===== config.mk =====
export PLATFORM = sky130hd
export DESIGN_NAME = fifo_wptr_full
export DESIGN_NICKNAME = d
export VERILOG_FILES = /design/src/rtl/fifo_pkg.sv /design/src/rtl/fifo_wptr_full_gray2bin.sv /design/src/rtl/fifo_wptr_full.sv
export SDC_FILE = /design/constraint.sdc
export NUM_CORES = 1
export LEC_CHECK = 0
export BUFFER_PORTS_ARGS = -buffer_cell sky130_fd_sc_hd__buf_2
export CORE_UTILIZATION = 35
export DETAILED_ROUTE_END_ITERATION = 8
export PLACE_DENSITY = 0.7
export SETUP_SLACK_MARGIN = 0.02
export SLEW_MARGIN = 20
export SYNTH_ARGS = -nofsm -noshare
export SYNTH_HDL_FRONTEND = slang
export SYNTH_SLANG_ARGS = --single-unit

===== constraint.sdc =====
create_clock -name clk -period 5.83 [get_ports clk]
set_input_delay 0.2915 -clock clk [delete_from_list [all_inputs] [get_ports clk]]
set_output_delay 0.2915 -clock clk [all_outputs]
set_load 0.005 [all_outputs]

===== src/rtl/fifo_pkg.sv =====
// Shared definitions for the dual-clock FIFO: depth helpers and Gray/binary
// conversion functions usable at any pointer width up to 32 bits.
package fifo_pkg;

  localparam int PTR_SZ_DEFAULT = 2;
  localparam int DEPTH = 1 << PTR_SZ_DEFAULT;

  function automatic int depth_of(input int ptr_sz);
    return 1 << ptr_sz;
  endfunction

  // Callers zero-extend narrower pointers and truncate the result back.
  function automatic logic [31:0] bin2gray(input logic [31:0] b);
    return b ^ (b >> 1);
  endfunction

  function automatic logic [31:0] gray2bin(input logic [31:0] g, input int w);
    logic [31:0] b;
    b = '0;
    for (int i = 31; i >= 0; i--) begin
      if (i == w - 1) b[i] = g[i];
      else if (i < w - 1) b[i] = b[i+1] ^ g[i];
    end
    return b;
  endfunction

endpackage


===== src/rtl/fifo_wptr_full_gray2bin.sv =====
// Gray-to-binary converter: each binary bit is the XOR of all Gray bits at or
// above it, written as independent reductions so there is no feedback net.
module gray2bin #(
  parameter int W = 3
) (
  input  logic [W-1:0] gray_i,
  output logic [W-1:0] bin_o
);

  for (genvar i = 0; i < W; i++) begin : g_bit
    assign bin_o[i] = ^(gray_i >> i);
  end

endmodule


===== src/rtl/fifo_wptr_full.sv =====
// Write-side pointer and flag logic of the dual-clock FIFO. All flags are
// registered from the next write pointer so they reflect a write in the same edge.
module fifo_wptr_full
  import fifo_pkg::*;
#(
  parameter int PTR_SZ    = PTR_SZ_DEFAULT,
  parameter int AFULL_THR = 3
) (
  input  logic              clk,
  input  logic              rst,
  input  logic              winc,
  input  logic [PTR_SZ:0]   rq2_raddr,
  output logic              wen,
  output logic [PTR_SZ-1:0] waddr,
  output logic [PTR_SZ:0]   waddr_gray,
  output logic              wfull,
  output logic              walmost_full,
  output logic [PTR_SZ:0]   wlevel,
  output logic              wovf
);

  localparam int PW = PTR_SZ + 1;

  logic [PW-1:0] wbin_q, wbin_d;
  logic [PW-1:0] wgray_q, wgray_d;
  logic [PW-1:0] wlevel_q, wlevel_d;
  logic          wfull_q, wfull_d;
  logic          wafull_q, wafull_d;
  logic          wovf_q, wovf_d;
  logic [PW-1:0] rbin;
  logic [PW-1:0] full_cmp;

  gray2bin #(.W(PW)) u_rq2_bin (
    .gray_i (rq2_raddr),
    .bin_o  (rbin)
  );

  always_comb begin
    wen      = winc & ~wfull_q;
    wbin_d   = wbin_q + PW'(wen);
    wgray_d  = PW'(bin2gray(32'(wbin_d)));
    // Full when the write pointer has lapped the read pointer exactly once.
    full_cmp = {~rq2_raddr[PTR_SZ:PTR_SZ-1], rq2_raddr[PTR_SZ-2:0]};
    wfull_d  = (wgray_d == full_cmp);
    wlevel_d = wbin_d - rbin;
    wafull_d = (32'(wlevel_d) >= 32'(AFULL_THR));
    wovf_d   = wovf_q | (winc & wfull_q);
  end

  always_ff @(posedge clk or negedge rst) begin
    if (!rst) begin
      wbin_q   <= '0;
      wgray_q  <= '0;
      wlevel_q <= '0;
      wfull_q  <= 1'b0;
      wafull_q <= 1'b0;
      wovf_q   <= 1'b0;
    end else begin
      wbin_q   <= wbin_d;
      wgray_q  <= wgray_d;
      wlevel_q <= wlevel_d;
      wfull_q  <= wfull_d;
      wafull_q <= wafull_d;
      wovf_q   <= wovf_d;
    end
  end

  assign waddr        = wbin_q[PTR_SZ-1:0];
  assign waddr_gray   = wgray_q;
  assign wfull        = wfull_q;
  assign walmost_full = wafull_q;
  assign wlevel       = wlevel_q;
  assign wovf         = wovf_q;

endmodule

# == Word level (Yosys, flattened, before mapping) ==
# Index checks and enable logic that the tools add are counted.
# op_classes
n_eq_ne,1
addsub,2
n_bitwise,6
reduce_logical,3
magnitude_cmp,1
# ops
cell,count
XOR reduction 3 bit,3
adder 3 x 1 -> 3 bit,1
equality test 3 bit,1
">= comparator 3 x 2 -> 1 bit, second input constant",1
subtractor 3 bit,1
XOR 3 x 2 -> 3 bit,1
bitwise AND 1 bit,2
NOT 2 bit,1
NOT 1 bit,1
bitwise OR 1 bit,1
# word_totals
out_inout_bits,12
in_bits,6
word_cells,19
reg_bits,12

# == Logic depth before layout (Yosys ltp) ==
# Gate-level depths: netlist of the first run.
# depth
depth_word,5
mapped_depth,8
mapped_depth_nobuf,8

# == Modules after synthesis ==
# Synthesis of the first run repeated with hierarchy kept, for this count alone.
# unflattened
hier_cells,41
hier_area_um2,558.0
# modules_own_cells
mod,cells_each,area_per_inst_um2,n_inst,seq_area_each_um2
fifo_wptr_full,38,518.0,1,275.3
gray2bin,3,40.0,1,0.0

# == Worst setup path after synthesis of the first run ==
# Ideal clock, no wire load.
# synth_timing
path_kind,input to register
from,input winc
to,register wafull_q (netlist: walmost_full)
n_path_buf,0
required_ns,5.712
setup_ns,0.118
stages,8
setup_slack_ns,3.825
arrival_ns,1.887
cell_sequence,nor2b_2 -> and2_1 -> ha_1 -> inv_1 -> fa_1 -> xnor2_1 -> xnor2_1 -> a21o_1
# synth_via
elab_chain_cells,4
# synth_rtl
item,line,source
start: declaration,fifo_wptr_full.sv:11,"input logic winc,"
bitwise AND 1 bit,fifo_wptr_full.sv:39,wen = winc & ~wfull_q;
adder 3 x 1 -> 3 bit,fifo_wptr_full.sv:40,wbin_d = wbin_q + PW'(wen);
via wbin_d[1],fifo_wptr_full.sv:24,"logic [PW-1:0] wbin_q, wbin_d;"
subtractor 3 bit,fifo_wptr_full.sv:45,wlevel_d = wbin_d - rbin;
via wlevel_d[2],fifo_wptr_full.sv:26,"logic [PW-1:0] wlevel_q, wlevel_d;"
>= comparator 3 x 2 -> 1 bit,fifo_wptr_full.sv:46,wafull_d = (32'(wlevel_d) >= 32'(AFULL_THR));
via wafull_d,fifo_wptr_full.sv:28,"logic wafull_q, wafull_d;"
end signal: assignment,fifo_wptr_full.sv:63,wafull_q <= wafull_d;
end: declaration,fifo_wptr_full.sv:28,
# The timed path passes the listed nets, and every way through them passes these cells.

# == Final worst setup path of the first run ==
# layout_timing
from,register wfull_q (netlist: wfull)
to,register wafull_q (netlist: walmost_full)
# layout_via
elab_chain_cells,5
# layout_rtl
item,line,source
start: declaration,fifo_wptr_full.sv:27,"logic wfull_q, wfull_d;"
start signal: assignment,fifo_wptr_full.sv:62,wfull_q <= wfull_d;
NOT 1 bit,fifo_wptr_full.sv:39,
bitwise AND 1 bit,fifo_wptr_full.sv:39,
adder 3 x 1 -> 3 bit,fifo_wptr_full.sv:40,
via wbin_d[1],fifo_wptr_full.sv:24,
subtractor 3 bit,fifo_wptr_full.sv:45,
via wlevel_d[2],fifo_wptr_full.sv:26,
>= comparator 3 x 2 -> 1 bit,fifo_wptr_full.sv:46,
via wafull_d,fifo_wptr_full.sv:28,
# The timed path passes the listed nets, and every way through them passes these cells.

==> metrics.md, run 1 <==
| Metric | Value |
|---|---|
| Status | completed |
| Layout Cells excl Fill | 77 |
| I/O pin total | 18 |
| Highest metal used | met4 |
| Max-slew violations | 0 |
| Vias/cell | 4.43 |
| Fmax | 0.482 GHz |
| Most common cell after layout, fill and taps aside | buf_2 |
| P_leak | 0.000323 µW |
| Min-Delay Path Class | in -> reg |
| Critical path peak fanout | 5 |
| Placed Instances | 72 |
| Total GRT Usage | 10.3% |
| Fill cells | 126 |
| Antenna diode count | 0 |
| RSZ-0062 raised after global routing | false |
| Worst skew pair latency | 0.27 ns |
| Die Ht | 40.6 µm |
| Die ar. | 0.00165 mm² |
| Max-Cap Viols | 0 |
| Flop pwr share | 36.3% |
| Initial DRC Count | 0 |
| Met2 wire length | 345 µm |
| Post-CTS Resized | 0 |
| Starting Density | 38.6% |
| Nature of the critical path endpoint | flop |
| Number of global-route vias before repair | 249 |
| PwrDens | 557 mW/mm² |
| Worst path required time | 5.99 ns |
| Initial antenna violation count | 0 |
| I/O Buffers | 17 |
| H-Tree Depth | 1 |
| Layout Utilization | 48.9% |
| Syn nets | 49 |
| DP Wirelength | 599 µm |
| Final setup TNS | 0 ns |
| WL/cell | 9.79 µm |
| Footprint of the multi-input gates | 230 µm² |
| Hold_buf cts | 1 |
| Flop-to-flop setup slack | 3.75 ns |
| P_int | 235 µW |
| Final min period | 2.08 ns |
| Sink Count | 11 |
| Layout cell share with drive strength beyond 1 | 37.1% |
| Metal3 WL | 28 µm |
| Cell variety after synth | 17 |
| Max VDD drop | 0.153 mV |
| Clock share of power | 13.7% |
| Headroom to the max-slew limit | 80.5% |
| First-pass GRT wire length | 1.04 mm |
| Psw | 133 µW |
| Post-CTS setup buffers | 0 |
| Sequential share of the synthesized area | 52.9% |
| Routed wire length | 754 µm |
| Clk slew on worst S/H paths | 0.07 ns |
| Row count | 13 |
| Type of the worst setup path | reg -> reg |
| Longest Clk Path Bufs | 2 |
| Synth Register Bits | 11 |
| Post-Synthesis Cell Area | 520 µm² |
| Comb power frac | 50.0% |
| Layout area overhead | 26.9% |
| Post-route DRC | 0 |
| Via count | 341 |
| FF+latch area | 275 µm² |
| Commonest non-fill, non-tap cells in the layout | buf_2 (17), dfrtp_1 (11), xnor2_1 (7) |
| Final hold viol count | 0 |
| 1st-pass router iterations | 1 |
| Chip width | 40.6 µm |
| Synth Instances | 40 |
| Yosys warns | 0 |
| Antenna viol nets, final | 0 |
| Switching share of total power | 36.1% |
| Clk Tree Root Cell | clkbuf_4 |
| CTS tree | built |
| Final setup fails | 0 |
| Avg Cell Area, Syn | 13.0 µm² |
| M1 wire length | 359 µm |
| Pin count of the biggest net entering global routing | 12 |
| Critical path arrival | 2.23 ns |
| Final layout net count | 72 |
| CP Launch Type | flop |
| Final worst path period share | 35.6% |
| Setup Skew | 0.00454 ns |
| Worst Tran Pin Value | 0.290 ns |
| GRT overflow | 0 |
| RePlAce Congestion | 0.658 |
| Total CTS buffers | 3 |
| Core area | 0.00135 mm² |
[Yosys cell counts (all sizes together)]
cell | instances | area share [%]
dfrtp | 11 | 53
and2 | 1 | 1.2
nor3b | 1 | 1.4
nor2b | 1 | 1.7
fa | 1 | 3.8
xor2 | 3 | 8.7
nor2 | 2 | 1.4
xnor2 | 7 | 12
o31ai | 1 | 1.4
a21o | 2 | 2.9
ha | 2 | 4.8
and3b | 1 | 1.9
nand2 | 1 | 0.72
inv | 4 | 2.9
o211ai | 1 | 1.4
a21oi | 1 | 0.96
[cells by family after synthesis]
group                      Yosys count  share of synthesized area [%]
AOI/OAI and AO/OA                    5                           6.73
DFF                                 11                           52.9
and+or+nand+nor                      7                           8.41
buffers and inverters                4                           2.88
adders and majority gates            3                           8.65
xor gates and xnor gates            10                           20.4
[routing by layer]
metal / track usage, % / up-vias
met5: 0 / -
met4: 10.0 / 0
met3: 1.67 / 2
met2: 15.5 / 15
met1: 12.2 / 153
li1: - / 171
[power groups by stage]
stage	sequential (µW)	clock [µW]	combinational [µW]
after floorplan	141	0	123
after global placement	134	0	185
after CTS	134	52.6	189
final	134	50.4	184
after detailed placement	136	0	189
after global routing	139	55.6	213
[worst paths after layout]
kind / from / endpoint / depth (start not counted)
worst min-delay path: winc / wovf / 2
max in group asynchronous: rst / wlevel[2] / 2
min in group asynchronous: rst / wovf / 2
worst min register to register: wovf / wovf / 1
worst max register to register: wfull / walmost_full / 8
worst max-delay path: wfull / walmost_full / 8
[cell type report]
| cell class | instances | area share (%) |
|---|---|---|
| clock buffers | 4 | 3.98 |
| inverters | 4 | 2.27 |
| multi-input cells | 25 | 34.8 |
| flip-flops and latches | 11 | 41.7 |
| well taps | 15 | 2.84 |
| repair buffers | 18 | 14.4 |
[flip-flops by register name, indices dropped and copies added (netlist names)]
signal and cells:
waddr_gray 2, wbin_q 3, walmost_full 1, wovf 1, wfull 1, wlevel 3
[through the flow]
stage | power, µW | hold WS, ns | setup slack [ns] | area, µm²
6_report | 368 | 0.237 | 3.75 | 661
4_1_cts | 376 | 0.225 | 3.73 | 661
3_3_place_gp | 319 | 0.164 | 3.63 | 624
2_1_floorplan | 264 | -0.00409 | 3.82 | 520
3_5_place_dp | 325 | 0.166 | 3.62 | 624
5_1_grt | 407 | 0.244 | 3.63 | 661
[worst max-delay path, stage by stage (launching register included)]
cell	delay, ns
dfrtp_1	0.39
nor2b_2	0.08
and2_1	0.16
ha_1	0.36
inv_1	0.11
fa_1	0.43
xnor2_1	0.14
xnor2_1	0.14
a21o_1	0.16
Power figures use the tool's default switching activity.
==> run 2, diff against run 1 <==
==> constraint.sdc (replaced) <==
create_clock -name clk -period 2.1 [get_ports clk]
set_input_delay 0.105 -clock clk [delete_from_list [all_inputs] [get_ports clk]]
set_output_delay 0.105 -clock clk [all_outputs]
set_load 0.005 [all_outputs]
==> run 2 against run 1 <==
  * Final area grew 4.5%
  * Sequential cell count is the same
  * Largest power group unchanged
  * Fmax grew 7.2%
  * Hold slack lost 0.19 ns
  * Via count grew 7.0%
  * Global-route usage grew 0.62 points
  * Combinational power grew to 3.1 times the previous value
  * Final cell count grew 2.6%
  * Sequential share of layout area shrank 1.8 points
==> metrics.md, run 2 (synthesis gave the netlist of run 1 again) <==
| Metric | Value |
|---|---|
| Flop pwr share | 34.5% (was 36.3%) |
| M1 wire length | 337 µm (was 359 µm) |
| Comb power frac | 52.6% (was 50.0%) |
| Fmax | 0.516 GHz (was 0.482 GHz) |
| RSZ-0062 raised after global routing | false (unchanged) |
| Met2 wire length | 401 µm (was 345 µm) |
| Antenna viol nets, final | 0 (unchanged) |
| 1st-pass router iterations | 2 (was 1) |
| Routed wire length | 807 µm (was 754 µm) |
| Final setup TNS | 0 ns (unchanged) |
| Final hold viol count | 0 (unchanged) |
| Final min period | 1.94 ns (was 2.08 ns) |
| Core area | 0.00135 mm² (unchanged) |
| Final instance area | 691 µm² (was 661 µm²) |
| Post-route DRC | 0 (unchanged) |
| Critical path arrival | 2.09 ns (was 2.23 ns) |
| Chip width | 40.6 µm (unchanged) |
| Longest Clk Path Bufs | 2 (unchanged) |
| Clk slew on worst S/H paths | 0.07 ns (about the same) |
| H-Tree Depth | 1 (unchanged) |
| Layout cell share with drive strength beyond 1 | 42.2% (was 37.1%) |
| Headroom to the max-slew limit | 79.5% (was 80.5%) |
| Most common cell after layout, fill and taps aside | buf_2 (unchanged) |
| Final setup fails | 0 (unchanged) |
| Final worst setup slack | 0.163 ns (was 3.75 ns) |
| Row count | 13 (unchanged) |
| Status | completed (unchanged) |
| Via count | 365 (was 341) |
| Clock share of power | 12.9% (was 13.7%) |
| Layout Utilization | 51.2% (was 48.9%) |
| I/O pin total | 18 (unchanged) |
| Starting Density | 38.6% (unchanged) |
| Initial DRC Count | 3 (was 0) |
| Type of the worst setup path | reg -> reg (unchanged) |
| First-pass GRT wire length | 1.08 mm (was 1.04 mm) |
| CP max stage cell | dfrtp_1 (was fa_1) |
| Sink Count | 11 (unchanged) |
| Commonest non-fill, non-tap cells in the layout | buf_2 (17), dfrtp_1 (11), xnor2_1 (6) (was buf_2 (17), dfrtp_1 (11), xnor2_1 (7)) |
| Max VDD drop | 0.420 mV (was 0.153 mV) |
| Post-DP Area | 639 µm² (was 624 µm²) |
| Crit-path cells | nor2b_4 -> and2_1 -> ha_1 -> inv_1 -> fa_2 -> xnor2_2 -> xnor2_1 -> a21o_1 (was nor2b_2 -> and2_1 -> ha_1 -> inv_1 -> fa_1 -> xnor2_1 -> xnor2_1 -> a21o_1) |
| Final worst path period share | 92.2% (was 35.6%) |
| Die Ht | 40.6 µm (unchanged) |
| Worst skew pair latency | 0.26 ns (was 0.27 ns) |
| FF+latch area | 275 µm² (unchanged) |
| Die ar. | 0.00165 mm² (unchanged) |
| Post-Place Setup Slack | 0.118 ns (was 3.62 ns) |
| Total GRT Usage | 10.9% (was 10.3%) |
| Number of global-route vias before repair | 286 (was 249) |
| Initial antenna violation count | 0 (unchanged) |
| Nature of the critical path endpoint | flop (unchanged) |
| Psw | 388 µW (was 133 µW) |
| GRT overflow | 0 (unchanged) |
| Final layout net count | 74 (was 72) |
| Max-slew violations | 0 (unchanged) |
| Vias/cell | 4.62 (was 4.43) |
| Min-Delay Path Class | in -> reg (unchanged) |
| Total CTS buffers | 3 (unchanged) |
| Highest metal used | met4 (unchanged) |
| CP Launch Type | flop (unchanged) |
| Pin count of the biggest net entering global routing | 12 (unchanged) |
| Fill cells | 134 (was 126) |
| Footprint of the multi-input gates | 245 µm² (was 230 µm²) |
| Max-Cap Viols | 0 (unchanged) |
| Layout area overhead | 32.7% (was 26.9%) |
| WL/cell | 10.2 µm (was 9.79 µm) |
| Metal3 WL | 37 µm (was 28 µm) |
| Worst Tran Pin Value | 0.306 ns (was 0.290 ns) |
| Max incr delay on CP | 0.41 ns (was 0.43 ns) |
| RePlAce Congestion | 0.746 (was 0.658) |
| PwrDens | 1570 mW/mm² (was 557 mW/mm²) |
| Worst path required time | 2.26 ns (was 5.99 ns) |
| Setup Skew | 0.00307 ns (was 0.00454 ns) |
| Antenna diode count | 0 (unchanged) |
| P_int | 697 µW (was 235 µW) |
| Clk Tree Root Cell | clkbuf_4 (unchanged) |
| CTS tree | built (unchanged) |
| I/O Buffers | 17 (unchanged) |
| Critical path peak fanout | 4 (was 5) |
| P_leak | 0.000342 µW (was 0.000323 µW) |
| Switching share of total power | 35.8% (was 36.1%) |
==> run 2: cell types whose count changed in the layout (fill, tap and decap cells not counted), sizes merged <==
cell	change
buf	+2
==> run 2: final timing paths <==
kind | startpoint | end | slack (ns) | cells past startpoint
max | wfull | walmost_full | 0.16 | 8
min | winc | wovf | 0.05 | 2
max reg2reg | wfull | walmost_full | 0.16 | 8
min reg2reg | wovf | wovf | 0.45 | 1
max in group asynchronous | rst | walmost_full | 1.68 | 2
min in group asynchronous | rst | wovf | 0.23 | 2
==> run 2: worst max-delay path: cells and delay by family, from the launching register on <==
kind,cells,cell delay [ns]
fa+ha+maj,2,0.68
flops,1,0.41
xor+xnor,2,0.27
simple gates,2,0.22
compound gates,1,0.15
buf+inv,1,0.08
==> run 2: routing by layer <==
layer	global-route usage, %	vias to the layer above
li1	-	175
met2	17.9	15
met1	11.0	171
met4	12.5	0
met3	1.67	4
met5	0	-
==> run 2: power by group through the flow <==
stage                     Combinational [µW]  Sequential (µW)  Clock, µW
after detailed placement                 562              380          0
after CTS                                565              377        147
final                                    571              375        140
after floorplan                          341              392          0
after global placement                   549              375          0
after global routing                     650              391        150
==> run 2: final cells by class <==
cell class	count	share of cell area (%)
Tap cell	15	2.72
Inverter	4	2.17
Multi-Input combinational cell	25	35.5
Sequential cell	11	39.9
Clock buffer	4	3.80
Timing Repair Buffer	20	15.9
==> run 2: what timing repair did <==
action,in CTS,in global routing
hold buffers,1,0
setup buffers,0,0
resized for setup,0,3
endpoints found under the setup margin,0,1
hold endpoints to repair,11,0
==> run 2: through the flow <==
stage	total power [µW]	cells	hold WS, ns
after floorplan	733	40	-0.191
after global placement	925	74	-0.0222
after detailed placement	942	74	-0.0200
after CTS	1090	79	0.0357
after global routing	1190	79	0.0550
final	1090	79	0.0506
